[src/rtl/gasket_rx_align.sv]
// gasket_rx_align
//   Packs a decoded 8b byte stream into 1/2/4-byte words, realigns on COM,
//   and queues completed words in a small show-ahead FIFO.
//
//   Optional feature macro: GASKET_SKP_DROP_EN
//     defined   : SKP K-symbols are removed from the stream (skp_drop pulses)
//     undefined : SKP bytes are packed as ordinary data, skp_drop = 0
//
// Ports
//   clk_to_get  in   sole clock, rising edge
//   Rst_n       in   asynchronous active-low reset
//   in_valid    in   Data_in / Rx_Datak valid
//   Data_in     in   [7:0] received byte
//   Rx_Datak    in   Data_in is a K-symbol
//   width_sel   in   [1:0] 0/3 = 1 byte, 1 = 2 bytes, 2 = 4 bytes (clamped to MAX_BYTES)
//   out_ready   in   consumer takes the head word
//   out_valid   out  head word present
//   Data_out    out  [31:0] head word, byte 0 in [7:0], unused bytes 0
//   DataK_out   out  [3:0] per-byte K flags of the head word
//   fifo_level  out  occupied FIFO entries
//   overflow    out  sticky: a completed word was dropped on a full FIFO
//   align_err   out  pulse: a partial word was discarded by COM
//   skp_drop    out  pulse: a SKP byte was removed
module gasket_rx_align #(
  parameter int         MAX_BYTES  = 4,
  parameter int         FIFO_DEPTH = 4,
  parameter logic [7:0] COM_SYM    = 8'hBC,
  parameter logic [7:0] SKP_SYM    = 8'h1C
) (
  input  logic                          clk_to_get,
  input  logic                          Rst_n,
  input  logic                          in_valid,
  input  logic [7:0]                    Data_in,
  input  logic                          Rx_Datak,
  input  logic [1:0]                    width_sel,
  input  logic                          out_ready,
  output logic                          out_valid,
  output logic [31:0]                   Data_out,
  output logic [3:0]                    DataK_out,
  output logic [$clog2(FIFO_DEPTH):0]   fifo_level,
  output logic                          overflow,
  output logic                          align_err,
  output logic                          skp_drop
);

  localparam int PW = (FIFO_DEPTH > 1) ? $clog2(FIFO_DEPTH) : 1;
  localparam int LW = $clog2(FIFO_DEPTH) + 1;

  function automatic logic [2:0] eff_width(input logic [1:0] sel);
    logic [2:0] w;
    case (sel)
      2'd1:    w = 3'd2;
      2'd2:    w = 3'd4;
      default: w = 3'd1;
    endcase
    if (w > 3'(MAX_BYTES)) w = 3'(MAX_BYTES);
    return w;
  endfunction

  logic [1:0]    width_q;
  logic [1:0]    cnt;
  logic [7:0]    lane_d [4];
  logic [3:0]    lane_k;

  logic [2:0]    nb;
  logic [1:0]    base;
  logic          wchg, is_com, is_skp, accept, push;
  logic [31:0]   word_d;
  logic [3:0]    word_k;

  logic [31:0]   mem_d [FIFO_DEPTH];
  logic [3:0]    mem_k [FIFO_DEPTH];
  logic [PW-1:0] wr_ptr, rd_ptr, rd_next;
  logic [LW-1:0] level, level_after_pop, level_next;
  logic          pop, full, push_acc;

  always_comb begin
    nb     = eff_width(width_sel);
    wchg   = (width_sel != width_q);
    is_com = in_valid && Rx_Datak && (Data_in == COM_SYM);
`ifdef GASKET_SKP_DROP_EN
    is_skp = in_valid && Rx_Datak && (Data_in == SKP_SYM);
`else
    // SKP passes through as ordinary data
    is_skp = 1'b0 && (Data_in == SKP_SYM);
`endif
    // A width change or a COM restarts the word at lane 0; the incoming
    // byte is packed under the new alignment on the same edge.
    base   = (wchg || is_com) ? 2'd0 : cnt;
    accept = in_valid && !is_skp;
    push   = accept && ({1'b0, base} == nb - 3'd1);

    // Completed word: earlier lanes from registers, current byte merged in,
    // lanes at or above the effective width forced to zero.
    word_d = '0;
    word_k = '0;
    for (int i = 0; i < 4; i++) begin
      if (i < int'(nb)) begin
        if (i == int'(base)) begin
          word_d[i*8 +: 8] = Data_in;
          word_k[i]        = Rx_Datak;
        end else begin
          word_d[i*8 +: 8] = lane_d[i];
          word_k[i]        = lane_k[i];
        end
      end
    end

    pop             = out_valid && out_ready;
    full            = (level == LW'(FIFO_DEPTH));
    push_acc        = push && (!full || pop);
    level_after_pop = level - LW'(pop);
    level_next      = level_after_pop + LW'(push_acc);
    rd_next         = rd_ptr + PW'(pop);
  end

  always_ff @(posedge clk_to_get or negedge Rst_n) begin
    if (!Rst_n) begin
      width_q   <= '0;
      cnt       <= '0;
      lane_k    <= '0;
      for (int i = 0; i < 4; i++) lane_d[i] <= '0;
      wr_ptr    <= '0;
      rd_ptr    <= '0;
      level     <= '0;
      out_valid <= 1'b0;
      Data_out  <= '0;
      DataK_out <= '0;
      overflow  <= 1'b0;
      align_err <= 1'b0;
      skp_drop  <= 1'b0;
    end else begin
      width_q   <= width_sel;
      align_err <= is_com && !wchg && (cnt != 2'd0);
      skp_drop  <= is_skp;

      if (accept) begin
        lane_d[base] <= Data_in;
        lane_k[base] <= Rx_Datak;
        cnt          <= push ? 2'd0 : base + 2'd1;
      end else if (wchg) begin
        cnt <= 2'd0;
      end

      if (push && full && !pop) overflow <= 1'b1;
      if (push_acc) wr_ptr <= wr_ptr + 1'b1;
      rd_ptr    <= rd_next;
      level     <= level_next;
      out_valid <= (level_next != '0);

      // Registered show-ahead head; holds its value while the FIFO is empty.
      if (level_next != '0) begin
        if (push_acc && level_after_pop == '0) begin
          Data_out  <= word_d;
          DataK_out <= word_k;
        end else begin
          Data_out  <= mem_d[rd_next];
          DataK_out <= mem_k[rd_next];
        end
      end
    end
  end

  always_ff @(posedge clk_to_get) begin
    if (push_acc) begin
      mem_d[wr_ptr] <= word_d;
      mem_k[wr_ptr] <= word_k;
    end
  end

  assign fifo_level = level;

endmodule
[config.mk]
export PLATFORM = sky130hd
export DESIGN_NAME = gasket_rx_align
export DESIGN_NICKNAME = d
export VERILOG_FILES = /design/src/rtl/gasket_rx_align.sv
export SDC_FILE = /design/constraint.sdc
export NUM_CORES = 1
export LEC_CHECK = 0
export BUFFER_PORTS_ARGS = -buffer_cell sky130_fd_sc_hd__buf_2
export CORE_AREA = 2 2 150 152
export DETAILED_ROUTE_END_ITERATION = 8
export DIE_AREA = 0 0 152 154
export PLACE_DENSITY = 0.65
export SLEW_MARGIN = 10
export SYNTH_ARGS = -nofsm -noshare
export SYNTH_HDL_FRONTEND = slang
export SYNTH_SLANG_ARGS = --single-unit
export TNS_END_PERCENT = 10
[constraint.sdc]
create_clock -name clk_to_get -period 7.9 [get_ports clk_to_get]
set_input_delay 0 -clock clk_to_get [delete_from_list [all_inputs] [get_ports clk_to_get]]
set_output_delay 0 -clock clk_to_get [all_outputs]
set_load 0.02 [all_outputs]
# Yosys cells after proc, flatten, opt, wreduce, memory -nomap -nowiden
# Memory sizes are Yosys's and may differ from the RTL's.
# Cells that the tools add are included.
dict set report word_totals {
  regBits 86
  latch_bits 0
  ram_bits 144
  romBits 0
  inputBits 15
  output_inout_bits 43
  word_cells 96
  n_memories 2
}
# memory words width read_ports rd_clocked_by_memory_dff wr line
set memory_table {}
lappend memory_table {mem_d 4 32 1 0 1 71} ;# logic [31:0] mem_d [FIFO_DEPTH];
lappend memory_table {mem_k 4 4 1 0 1 72} ;# logic [3:0] mem_k [FIFO_DEPTH];
dict set report op_classes {
  add_sub_neg 6
  n_mul 0
  n_div 0
  order_cmp 9
  eq_ne 9
  n_shift 0
  n_mux 32
  bitwise_logic 1
  reduce_logical 22
}
# op count
set ops {}
lappend ops {{8-bit 2-to-1 mux} 9}
lappend ops {{32-bit bitwise mux} 1}
lappend ops {{32-bit 2-to-1 mux} 1}
lappend ops {{8-bit demux with 2-bit select} 1}
lappend ops {{1-bit logical AND} 12}
lappend ops {{1-bit 2-to-1 mux} 11}
lappend ops {{8-bit equality test (second input constant)} 1}
lappend ops {{2-bit 2-to-1 mux} 4}
lappend ops {{1-bit by 3-bit < comparator with 1-bit output (first input constant)} 2}
lappend ops {{2-bit by 3-bit < comparator with 1-bit output (first input constant)} 2}
lappend ops {{3-bit one-hot mux with 2 select lines} 1}
lappend ops {{2-bit by 1-bit adder with 2-bit output (second input constant)} 2}
lappend ops {{4-bit bitwise mux} 1}
lappend ops {{2-bit equality test (first input constant)} 2}
lappend ops {{4-bit 2-to-1 mux} 1}
lappend ops {{2-bit nonzero test} 2}
lappend ops {{3-bit by 1-bit adder with 3-bit output} 1}
lappend ops {{2-bit by 3-bit equality test with 1-bit output} 1}
lappend ops {{3-bit equality test (second input constant)} 1}
lappend ops {{3-bit greater-or-equal comparator (second input constant)} 1}
lappend ops {{3-bit greater-than comparator (second input constant)} 1}
lappend ops {{1-bit zero test} 3}
lappend ops {{3-bit zero test} 1}
lappend ops {{2-bit by 3-bit < comparator with 1-bit output (second input constant)} 1}
lappend ops {{other kinds (15)} 16}

# Logic depth before layout (Yosys ltp)
# Gate-level depths: netlist of run 1.
dict set report logic_depth {
  depth_word 10
  mapped_depth 15
  depth_no_buf 14
}

# Worst setup path before layout of run 1
# No wires, ideal clock.
dict set report synth_timing {
  kind {reg-to-reg}
  start {register width_q[0]}
  end {register DataK_out[2]}
  setup_time_ns 0.126
  arrival_time_ns 2.927
  required_ns 7.774
  path_slack_ns 4.847
  path_stages_with_launch 14
  n_path_buf 2
  synth_period_minus_slack_ns 3.053
  cell_sequence {dfrtp_1 xnor2_1 nand2_1 or3_1 a22o_1 a21boi_2 ha_1 ha_1 xor2_1 nor3_1 buf_4 a21oi_4 buf_6 a221o_1}
}
dict set report synth_between {
  elab_chain_len 8
  elab_cells_between_ends 13
  classes_between {1 x add/sub; 3 x eq/ne; 4 x mux; 5 x reduce/logical}
}
# item line
set synth_rtl {}
lappend synth_rtl {{start, declared} 60} ;# logic [1:0] width_q;
lappend synth_rtl {{start signal, assigned} 133} ;# width_q <= width_sel;
lappend synth_rtl {{2-bit != test} 79} ;# wchg = (width_sel != width_q);
lappend synth_rtl {{1-bit logical OR} 89} ;# base = (wchg || is_com) ? 2'd0 : cnt;
lappend synth_rtl {{2-bit 2-to-1 mux} 89}
lappend synth_rtl {{2-bit by 3-bit equality test with 1-bit output} 91} ;# push = accept && ({1'b0, base} == nb - 3'd1);
lappend synth_rtl {{1-bit logical AND} 91}
lappend synth_rtl {{1-bit logical AND} 111} ;# push_acc = push && (!full || pop);
lappend synth_rtl {{named net push_acc} 75} ;# logic pop, full, push_acc;
lappend synth_rtl {{3-bit by 1-bit adder with 3-bit output} 113} ;# level_next = level_after_pop + LW'(push_acc);
lappend synth_rtl {{named net level_next[2]} 74} ;# logic [LW-1:0] level, level_after_pop, level_next;
lappend synth_rtl {{3-bit nonzero test} 152} ;# if (level_next != '0) begin
lappend synth_rtl {{end signal, assigned} 155} ;# DataK_out <= word_k;
lappend synth_rtl {{end signal, assigned} 158} ;# DataK_out <= mem_k[rd_next];
lappend synth_rtl {{end, declared} 39} ;# output logic [3:0] DataK_out,
# The timed path passes the listed nets, and every way through them passes these cells.
# A chain may end at the register's enable or synchronous reset.

# Worst setup path in the final report of run 1
dict set report layout_timing {
  start {input width_sel[0]}
  end {register Data_out[10]}
}
dict set report layout_between {
  elab_chain_len 10
  elab_cells_between_ends 20
  classes_between {2 x add/sub; 2 x order compare; 5 x eq/ne; 6 x mux; 5 x reduce/logical}
}
# item line
set layout_rtl {}
lappend layout_rtl {{start, declared} 35} ;# input logic [1:0] width_sel,
lappend layout_rtl {{2-bit equality test / 2-bit by 1-bit equality test with 1-bit output (equally long branches)} 51} ;# case (sel)
lappend layout_rtl {{3-bit one-hot mux with 2 select lines} 51}
lappend layout_rtl {{3-bit greater-than comparator} 56} ;# if (w > 3'(MAX_BYTES)) w = 3'(MAX_BYTES);
lappend layout_rtl {{3-bit 2-to-1 mux} 56}
lappend layout_rtl {{3-bit by 1-bit subtractor with 3-bit output} 91}
lappend layout_rtl {{2-bit by 3-bit equality test with 1-bit output *} 91}
lappend layout_rtl {{1-bit logical AND *} 91}
lappend layout_rtl {{1-bit logical AND *} 111}
lappend layout_rtl {{named net push_acc} 75}
lappend layout_rtl {{3-bit by 1-bit adder with 3-bit output *} 113}
lappend layout_rtl {{named net level_next[2]} 74}
lappend layout_rtl {{3-bit nonzero test *} 152}
lappend layout_rtl {{end signal, assigned} 154} ;# Data_out <= word_d;
lappend layout_rtl {{end signal, assigned} 157} ;# Data_out <= mem_d[rd_next];
lappend layout_rtl {{end, declared} 38} ;# output logic [31:0] Data_out,
# The timed path passes the listed nets; every way through them passes the cells marked *.

==> results of run 1 <==
==> metrics by stage <==
stage               worst slack, ns  utilization, %
floorplan                      4.85               -
global placement               4.12            47.0
detailed placement             3.91            47.0
CTS                            3.88            51.2
global route                   3.60            51.2
finish                         3.91            51.2
==> what timing repair did <==
item / CTS / global route
endpoints found under the hold margin: 64 / 0
hold buffers: 15 / 0
gates resized for setup: 0 / 0
==> worst max-delay path by stage <==
stage / start / slack [ns] / end / cells after the start
floorplan: width_q[0] / 4.85 / DataK_out[2] / 13
global placement: width_sel[0] / 4.12 / Data_out[14] / 14
detailed placement: width_sel[0] / 3.91 / Data_out[0] / 14
CTS: width_sel[0] / 3.88 / Data_out[10] / 15
global route: width_sel[0] / 3.60 / Data_out[13] / 15
finish: width_sel[0] / 3.91 / Data_out[10] / 15
==> Yosys cell counts, drive strengths merged, types with 3 or more instances <==
library cell	count	share of area, %
dfrtp	86	22
mux4	36	8.4
clkbuf	15	0.60
nor2	14	0.54
nand4b	3	0.34
a31o	3	0.27
nor2b	53	3.4
a221o	36	3.7
buf	19	1.4
mux2	46	5.4
inv	13	0.50
mux2i	27	2.8
ha	15	1.9
and2	7	0.45
edfxtp	144	45
xor2	4	0.44
nand2	9	0.35
xnor2	3	0.27
==> layer usage <==
layer	part of all wire, %	wire, um
met2	48	9610
met4	2.7	542
met5	0	0
met3	5.1	1020
met1	44	8750
==> layout by cell type (no fill, tap or decap), types with 2 or more instances in the layout <==
cell type / count
clkinv_2: 4
nor2b_1: 53
a31o_2: 3
buf_4: 9
bufinv_16: 2
nand4b_1: 2
clkbuf_16: 25
xor2_1: 2
clkbuf_8: 2
dlygate4sd3_1: 15
dfrtp_1: 86
mux4_2: 36
inv_1: 12
a221o_1: 36
mux2i_1: 27
buf_2: 55
edfxtp_1: 144
xnor2_1: 3
mux2_2: 45
and2_1: 7
nand2_1: 9
clkbuf_1: 10
nor2_1: 14
ha_1: 14
==> flip-flops by register name, indices dropped and copies added (netlist names), 2 cells and up <==
name and count:
DataK_out 4, Data_out 32, cnt 2, fifo_level 3, lane_d 32, lane_k 4
mem_d 128, mem_k 16, rd_ptr 2, width_q 2, wr_ptr 2
==> area by class of cell <==
| cell class | instances | area share (%) |
|---|---|---|
| inverter | 13 | 0.439 |
| clock buffer | 37 | 6.21 |
| tap | 280 | 3.15 |
| multi-input combinational | 275 | 26.7 |
| timing repair buffer | 79 | 4.44 |
| sequential | 230 | 58.3 |
| clock inverter | 7 | 0.754 |
==> cells by family (layout without fill, tap and decap cells) <==
| family | after synthesis | count (layout) | share of synthesized area, % |
|---|---|---|---|
| xor+xnor | 7 | 7 | 0.712 |
| buf+inv | 47 | 136 | 2.52 |
| other cells | 1 | 1 | 0.0388 |
| simple gates | 95 | 95 | 5.97 |
| mux | 109 | 109 | 16.5 |
| flops | 230 | 230 | 67.0 |
| fa+ha+maj | 15 | 15 | 1.94 |
| compound gates | 48 | 48 | 5.27 |
==> power by group <==
group	internal [mW]	leakage, nW	switching [mW]
clock network	0.666	0.380	0.439
registers	1.54	2.39	0.118
logic	0.672	1.41	0.772
==> out/summary.txt, run 1 <==
Status - finished clean
Tcrit/Tclk final - 50.5%
Largest delay contributor family on the critical path - compound AO/OA/AOI/OAI gates
Dpl hpwl - 11600 um
Worst Max-Slew Pin Slew - 1.17 ns
Min-Delay Path Depth - 2
Vias in the first global route - 5435
RSZ-0062 raised after global routing - no
Layout area overhead - 15.0%
Core Area - 21700 um^2
Fill cells - 1737
Tmin final - 3.99 ns
CTS tree - done
FF-to-FF Start - width_q[1]
Hold Fails Final Rpt - 0
Die W - 152 um
Layout cells sized above 1 - 30.3%
Worst Path Buf+Inv - 5
Register area - 6480 um^2
First-iteration detailed-routing DRC count - 303
H-Tree Depth - 1
DRC viols - 0
Startpoint types - input pin
Met3 GRT Util - 2.82%
Cells after Synth - 552
Area of the multi-input gates - 2970 um^2
Crit-path cells - dlygate4sd3_1, buf_2, inv_1, ha_1, inv_1, o22ai_1, a22o_1, a21boi_2, ha_1, ha_1, xor2_1, nor3_2, buf_4, a21oi_4, a221o_1
Row cnt - 54
Largest net degree at the start of global routing - 66
First-pass DRT Iterations - 4
Longest Clk Path Bufs - 3
Synth Register Bits - 230
Min Hold Slack - 0.180 ns
Final Skew - 0.0101 ns
Post-synth EDFFs - 144
Met1 Use GR - 23.7%
Via count - 5129
Die area - 23400 um^2
Slew headroom - 22.0%
PortBufs - 56
RR Endpoint - Data_out[10]
Hold_sp - width_sel[0]
Total grt overflow - 0
Gpl congestion - 0.732
Met2 global-route usage - 27.9%
Placed cell count - 862
Synth warnings - 0
Worst path required time - 8.33 ns
Via-to-Cell Ratio - 5.57
Clk slew on worst S/H paths - 0.06 ns
Setup TNS Final - 0 ns
Die Height - 154 um
Worst reg-to-reg setup slack - 4.04 ns
Number of antenna diodes - 0
Final setup vio count - 0
GR Util All Layers - 17.2%
Final instance area - 11100 um^2
Main flop type after synthesis - edfxtp_1
Num ports - 58
Post-DP Area - 10200 um^2
Layout Cells excl Fill - 921
P per Cell Area - 378 nW/um^2
Reg2Reg Depth - 12
Hold path endpoint - width_q[0]
Crit Path Class - input pin to flop
Worst skew pair latency - 0.50 ns
WL/cell - 21.6 um
Max_cap viols - 0
Max Freq - 0.251 GHz
Post-CTS Setup Inserts - 0
Busiest grt layer - met2
Total power - 4.20 mW
Nets - 653
Seq/Total Area, Yosys - 67.0%
Ys async rst share - 37.4%
Synth cell types - 45
First-pass GRT wire length - 31400 um
Initial antenna violation count - 0
VDD IR-drop max - 290 uV
Num CTS Buffers - 24
Final WL - 19900 um
Cell Area, Synth - 9670 um^2
Max Fanout on Critical Path - 38
Syn avg cell area - 17.5 um^2
Crit end category - flop
Critical-path top delay cell - a21oi_4
CP arrival - 4.42 ns
Antenna-violating nets left - 0
Root Driver - clkbuf_16
Leakage Power - 4.17 nW
Max Slew Vio Count - 0
CP peak stage delay - 0.94 ns
Initial cell density of the core - 44.6%
HP Class - input pin to flop
CTS sink cnt - 230
Cell mode on critical path - ha_1
Syn nets - 582
No activity file was read; power rests on OpenSTA's default activity.
==> run 2: changes to the inputs <==
PLACE_DENSITY = 0.68   (was 0.65)
clock period = 3.5 ns   (was 7.9 ns; I/O delays follow)
==> run 2 against run 1 <==
  * Sequential cell count unchanged
  * Worst setup slack got worse by 3.7 ns
  * Cell count increased by 1.7%
  * Count of clock-buffer cells in the layout decreased by 2
  * Power increased by 130%
  * Sequential share of layout area decreased by 0.96 points
  * Via count increased by 1.5%
  * Critical path depth decreased by 3
  * Critical path type is now flop to flop
  * Largest cell class unchanged
  * Highest routed layer unchanged
==> out/summary.txt, run 2 (synthesis results as in run 1) <==
Final WL - 20700 um (+3.7%)
Worst skew pair latency - 0.51 ns (about the same)
Final setup vio count - 0 (unchanged)
Crit end category - flop
Slew headroom - 43.2% (+21 points)
Dpl ws - -0.0225 ns (-3.93 ns)
Area of the multi-input gates - 3030 um^2 (+1.9%)
Layout cells sized above 1 - 32.7% (+2.5 points)
Number of antenna diodes - 0 (unchanged)
VDD IR-drop max - 410 uV (+41%)
HP Class - input pin to flop
Most frequent cells in the layout - 144 x edfxtp_1, 86 x dfrtp_1, 55 x buf_2, 53 x nor2b_1, 45 x mux2_2
Startpoint types - flop
Clk slew on worst S/H paths - 0.06 ns (about the same)
Dpl hpwl - 12000 um (+3.6%)
CP arrival - 3.71 ns (-0.71 ns)
Final instance area - 11300 um^2 (+1.7%)
GR Util All Layers - 17.0% (-0.14 points)
Setup TNS Final - 0 ns (unchanged)
Final Skew - 0.00866 ns (-0.00145 ns)
Max Slew Vio Count - 0 (unchanged)
Initial antenna violation count - 0 (unchanged)
Row cnt - 54 (unchanged)
Largest net degree at the start of global routing - 61 (-7.6%)
Max_cap viols - 0 (unchanged)
PortBufs - 56 (unchanged)
First-iteration detailed-routing DRC count - 364 (+20%)
Crit Path Class - flop to flop
Met2 global-route usage - 28.4% (+0.47 points)
First-pass GRT wire length - 31400 um (-0.15%)
RSZ-0062 raised after global routing - no
Post-DP Area - 10300 um^2 (+0.88%)
DRC viols - 0 (unchanged)
Layout area overhead - 16.9%
First-pass DRT Iterations - 4 (unchanged)
Total power - 9.70 mW (+130%)
Worst Max-Slew Pin Slew - 0.853 ns (-0.315 ns)
Num CTS Buffers - 24 (unchanged)
Initial cell density of the core - 44.6% (unchanged)
Layout Cells excl Fill - 937 (+1.7%)
Core Area - 21700 um^2 (unchanged)
H-Tree Depth - 1 (unchanged)
Nets - 669 (+2.5%)
Leakage Power - 4.27 nW (+2.3%)
WL/cell - 22.0 um (+1.9%)
Vias in the first global route - 5541 (+2.0%)
Antenna-violating nets left - 0 (unchanged)
Max Freq - 0.306 GHz
Met3 GRT Util - 2.48% (-0.34 points)
Met1 Use GR - 23.1% (-0.58 points)
Num ports - 58 (unchanged)
Die area - 23400 um^2 (unchanged)
P per Cell Area - 858 nW/um^2 (+130%)
Total grt overflow - 0 (unchanged)
Via count - 5205 (+1.5%)
Number of flip-flops in the largest register - 128 (unchanged)
Fill cells - 1725 (-0.69%)
Min Hold Slack - 0.0709 ns (-0.109 ns)
Commonest non-fill, non-tap cell in the layout - edfxtp_1
Register area - 6480 um^2 (unchanged)
Placed cell count - 874 (+1.4%)
Via-to-Cell Ratio - 5.55 (-0.25%)
Root Driver - clkbuf_16
Tmin final - 3.26 ns
Hold Fails Final Rpt - 0 (unchanged)
CTS sink cnt - 230 (unchanged)
Final core utilization - 52.1% (+0.85 points)
CTS tree - done
Max Fanout on Critical Path - 18 (-53%)
Worst path required time - 3.94 ns (-4.39 ns)
Gpl congestion - 0.766 (+4.7%)
Setup ws final - 0.236 ns (-3.67 ns)
Busiest grt layer - met2
Tcrit/Tclk final - 93.3%
Longest Clk Path Bufs - 3 (unchanged)
Status - finished clean
Die W - 152 um (unchanged)
Regs by FF count - mem_d: 128 flops, Data_out: 32 flops, lane_d: 32 flops
Die Height - 154 um (unchanged)
Most flops, register - mem_d
-- run 2: cell types whose count changed in the layout (fill, tap and decap cells not counted), moves of 2 or more --
cell / before / now
buf_4: 9 / 24
clkbuf_1: 10 / 6
clkbuf_8: 2 / 4
clkinv_1: 1 / 3
clkinv_2: 4 / 2
clkinvlp_4: 0 / 2
-- run 2: routing by layer --
layer / up-vias / wire (um) / part of all wire [%]
met5: - / 0 / 0
met3: 30 / 1070 / 5.2
met2: 125 / 10200 / 50
met4: 0 / 448 / 2.2
met1: 2738 / 8890 / 43
li1: 2312 / - / -
-- run 2: path summary, 6_finish.rpt --
kind                       cells after the start  slack, ns            to  startpoint
max                                           12       0.24  Data_out[18]  width_q[0]
min                                            2       0.07   mem_d[0][0]  Data_in[0]
max reg2reg                                   12       0.24  Data_out[18]  width_q[0]
min reg2reg                                    1       0.50    lane_d[31]  lane_d[31]
max in group asynchronous                      3       2.41    lane_d[11]       Rst_n
min in group asynchronous                      2       0.13  Data_out[22]       Rst_n
-- run 2: power by group --
group / internal [mW] / switching (mW) / total, mW
logic: 1.60 / 1.83 / 3.43
registers: 3.46 / 0.263 / 3.73
clock network: 1.54 / 1.01 / 2.54
-- run 2: timing repair --
item / 4_1_cts / 5_1_grt
endpoints found under the hold margin: 101 / 0
hold buffers: 14 / 0
setup buffers: 0 / 3
gates cloned: 0 / 2
pin swaps: 0 / 1
resized for setup: 1 / 5
endpoints found under the setup margin: 34 / 36
-- run 2: final cells by class --
cell class,count,share of cell area [%]
clock buffers,35,6.22
well taps,280,3.10
flip-flops and latches,230,57.3
clock inverters,9,0.853
multi-input cells,277,26.8
repair buffers,93,5.27
inverters,13,0.432
-- run 2: critical path: stages (launching register included) --
cell and delay (ns):
dfrtp_1 0.37, xnor2_1 0.18, nand2_1 0.08, or3_1 0.40
a22o_1 0.21, a21boi_4 0.16, ha_1 0.22, ha_1 0.21
xor2_2 0.23, nor3_4 0.08, buf_4 0.16, a21oi_4 0.62
a221o_1 0.27
==> run 3: changes to the inputs <==
PLACE_DENSITY = 0.65   (was 0.68)
clock period = 3.6 ns   (was 3.5 ns; I/O delays follow)
==> run 3 against run 2 <==
  * Cell count fell by 0.75%
  * Sequential cell count did not move
  * Hold slack improved by 0.032 ns
  * Core utilization fell by 0.56 points
  * Critical path depth did not move
  * Non-clock buffer count fell by 5
==> out/summary.txt, run 3 (synthesis results as in run 1) <==
Status - finished clean
Number of flip-flops in the largest register - 128 (unchanged)
CTS tree - done
Die area - 23400 um^2 (unchanged)
Final WL - 20600 um (-0.25%)
Die Height - 154 um (unchanged)
Max_cap viols - 0 (unchanged)
Min Hold Slack - 0.103 ns (+0.0322 ns)
Layout Cells excl Fill - 930 (-0.75%)
Gpl congestion - 0.751 (-1.9%)
RSZ-0062 raised after global routing - no
Cell mode on critical path - ha_1
Hold Fails Final Rpt - 0 (unchanged)
Max Freq - 0.294 GHz (-3.9%)
Total power - 9.22 mW (-4.9%)
Die W - 152 um (unchanged)
Vias in the first global route - 5571 (+0.54%)
RR Endpoint - Data_out[5]
Num CTS Buffers - 23 (-4.2%)
Clk network pwr share - 24.5% (-1.7 points)
Regs by FF count - mem_d: 128 flops, Data_out: 32 flops, lane_d: 32 flops
Via count - 5188 (-0.33%)
H-Tree Depth - 1 (unchanged)
Layout area overhead - 15.7%
Root Driver - clkbuf_16
Leakage Power - 4.21 nW (-1.3%)
Net Sw Frac - 32.3% (+0.31 points)
FF-to-FF Start - width_q[0]
Final instance area - 11200 um^2 (-1.1%)
DRC viols - 0 (unchanged)
Met3 Wirelength - 886 um (-18%)
Layout cells sized above 1 - 31.5% (-1.2 points)
WL/cell - 22.2 um (+0.50%)
Setup ws final - 0.202 ns (-0.0339 ns)
Final core utilization - 51.5% (-0.56 points)
CP peak stage delay - 0.62 ns (about the same)
Commonest non-fill, non-tap cell in the layout - edfxtp_1
Antenna-violating nets left - 0 (unchanged)
First-pass GRT wire length - 31800 um (+1.5%)
PortBufs - 56 (unchanged)
Pint - 6.24 mW (-5.4%)
WL met2 - 10200 um (about the same)
Longest Clk Path Bufs - 3 (unchanged)
Number of antenna diodes - 0 (unchanged)
Most flops, register - mem_d
Post-DP Area - 10300 um^2 (about the same)
First-pass DRT Iterations - 4 (unchanged)
Worst setup startpoint - width_q[0]
Setup TNS Final - 0 ns (unchanged)
Sequential power share - 39.3% (+0.9 points)
Net Switching - 2.98 mW (-4.0%)
Worst reg-to-reg setup slack - 0.20 ns (-0.03 ns)
Dpl hpwl - 12100 um (+1.1%)
Slew headroom - 46.4% (+3.3 points)
Max Slew Vio Count - 0 (unchanged)
HP Class - input pin to async pin
Dpl ws - -0.0460 ns (-0.0235 ns)
Core Area - 21700 um^2 (unchanged)
Via-to-Cell Ratio - 5.58 (+0.42%)
Most frequent cells in the layout - 144 x edfxtp_1, 86 x dfrtp_1, 55 x buf_2, 53 x nor2b_1, 45 x mux2_2
Crit Path Class - flop to flop
Placed cell count - 871 (-0.34%)
Critical-path top delay cell - a21oi_4
Max Fanout on Critical Path - 18 (unchanged)
GR Util All Layers - 17.4% (+0.34 points)
Tmin final - 3.40 ns (+0.134 ns)
P per Cell Area - 825 nW/um^2 (-3.9%)
Initial antenna violation count - 0 (unchanged)
Crit end category - flop
First-iteration detailed-routing DRC count - 336 (-7.7%)
Final setup vio count - 0 (unchanged)
Worst skew pair latency - 0.51 ns (about the same)
Reg2Reg Depth - 12 (unchanged)
VDD IR-drop max - 538 uV (+31%)
Fill cells - 1769 (+2.6%)
Final Skew - 0.0136 ns (+0.00498 ns)
Nets - 663 (-0.90%)
Clk slew on worst S/H paths - 0.06 ns (about the same)
Combinational power share - 36.2% (+0.9 points)
Crit-path cells - xnor2_2, nand2_2, or3_1, a22o_1, a21boi_2, ha_1, ha_1, xor2_1, nor3_4, buf_4, a21oi_4, a221o_1
Row cnt - 54 (unchanged)
Total grt overflow - 0 (unchanged)
Num ports - 58 (unchanged)
Initial cell density of the core - 44.6% (unchanged)
DR top layer - met4
Startpoint types - flop
Wl on met1 - 9100 um (+2.4%)
Tcrit/Tclk final - 94.4% (+1.1 points)
CP arrival - 3.84 ns (+0.13 ns)
Worst Max-Slew Pin Slew - 0.802 ns (-0.0506 ns)
Worst path required time - 4.04 ns (+0.10 ns)
CTS sink cnt - 230 (unchanged)
Largest net degree at the start of global routing - 56 (-8.2%)
[run 3: changes by cell type in the layout (fill, tap and decap cells not counted), sizes merged]
cell | previous run | this run
buf | 79 | 74
clkinvlp | 2 | 0
bufinv | 2 | 1
clkinv | 5 | 4
inv | 13 | 14
clkbuf | 35 | 36
[run 3: cell type report]
class                           count  area [um^2]  share of cell area, %
Clock buffer                       36          654                   5.85
Clock inverter                      6         56.3                  0.504
Inverter                           13         48.8                  0.437
Multi-Input combinational cell    277         3020                   27.0
Sequential cell                   230         6480                   57.9
Tap cell                          280          350                   3.13
Timing Repair Buffer               88          571                   5.10
[run 3: power by group through the flow]
stage | combinational [mW] | clock, mW | sequential, mW
final | 3.33 | 2.26 | 3.62
after floorplan | 2.16 | 0 | 3.90
after CTS | 3.31 | 2.32 | 3.63
after global placement | 3.20 | 0 | 3.66
after global routing | 3.64 | 2.41 | 3.68
after detailed placement | 3.28 | 0 | 3.68
[run 3: what timing repair did]
item,4_1_cts,5_1_grt
cloned,0,2
endpoints found under the setup margin,36,36
endpoints found under the hold margin,96,0
gates resized for setup,2,3
hold buffers,14,0
buffers inserted,0,1
pin swaps,3,1
[run 3: worst max path at each step]
stage,endpoint,slack (ns),depth (start not counted)
2_1_floorplan,DataK_out[2],0.55,13
4_1_cts,Data_out[29],-0.03,11
6_report,Data_out[5],0.20,12
5_1_grt,DataK_out[3],0.04,12
3_3_place_gp,Data_out[29],0.06,11
3_5_place_dp,Data_out[29],-0.05,11
[run 3: critical path, delay by kind of cell (launching register included)]
kind	cells	cell delay [ns]
buffers and inverters	1	0.17
AO/OA/AOI/OAI	4	1.29
AND/OR/NAND/NOR	3	0.59
flip-flops	1	0.40
adder cells (fa/ha/maj)	2	0.41
XOR/XNOR	2	0.47
[run 3: routing by layer]
metal,vias to the layer above,GRT usage [%]
met5,-,0
met1,2724,24.0
met4,0,5.16
met3,26,2.25
li1,2299,-
met2,139,29.2
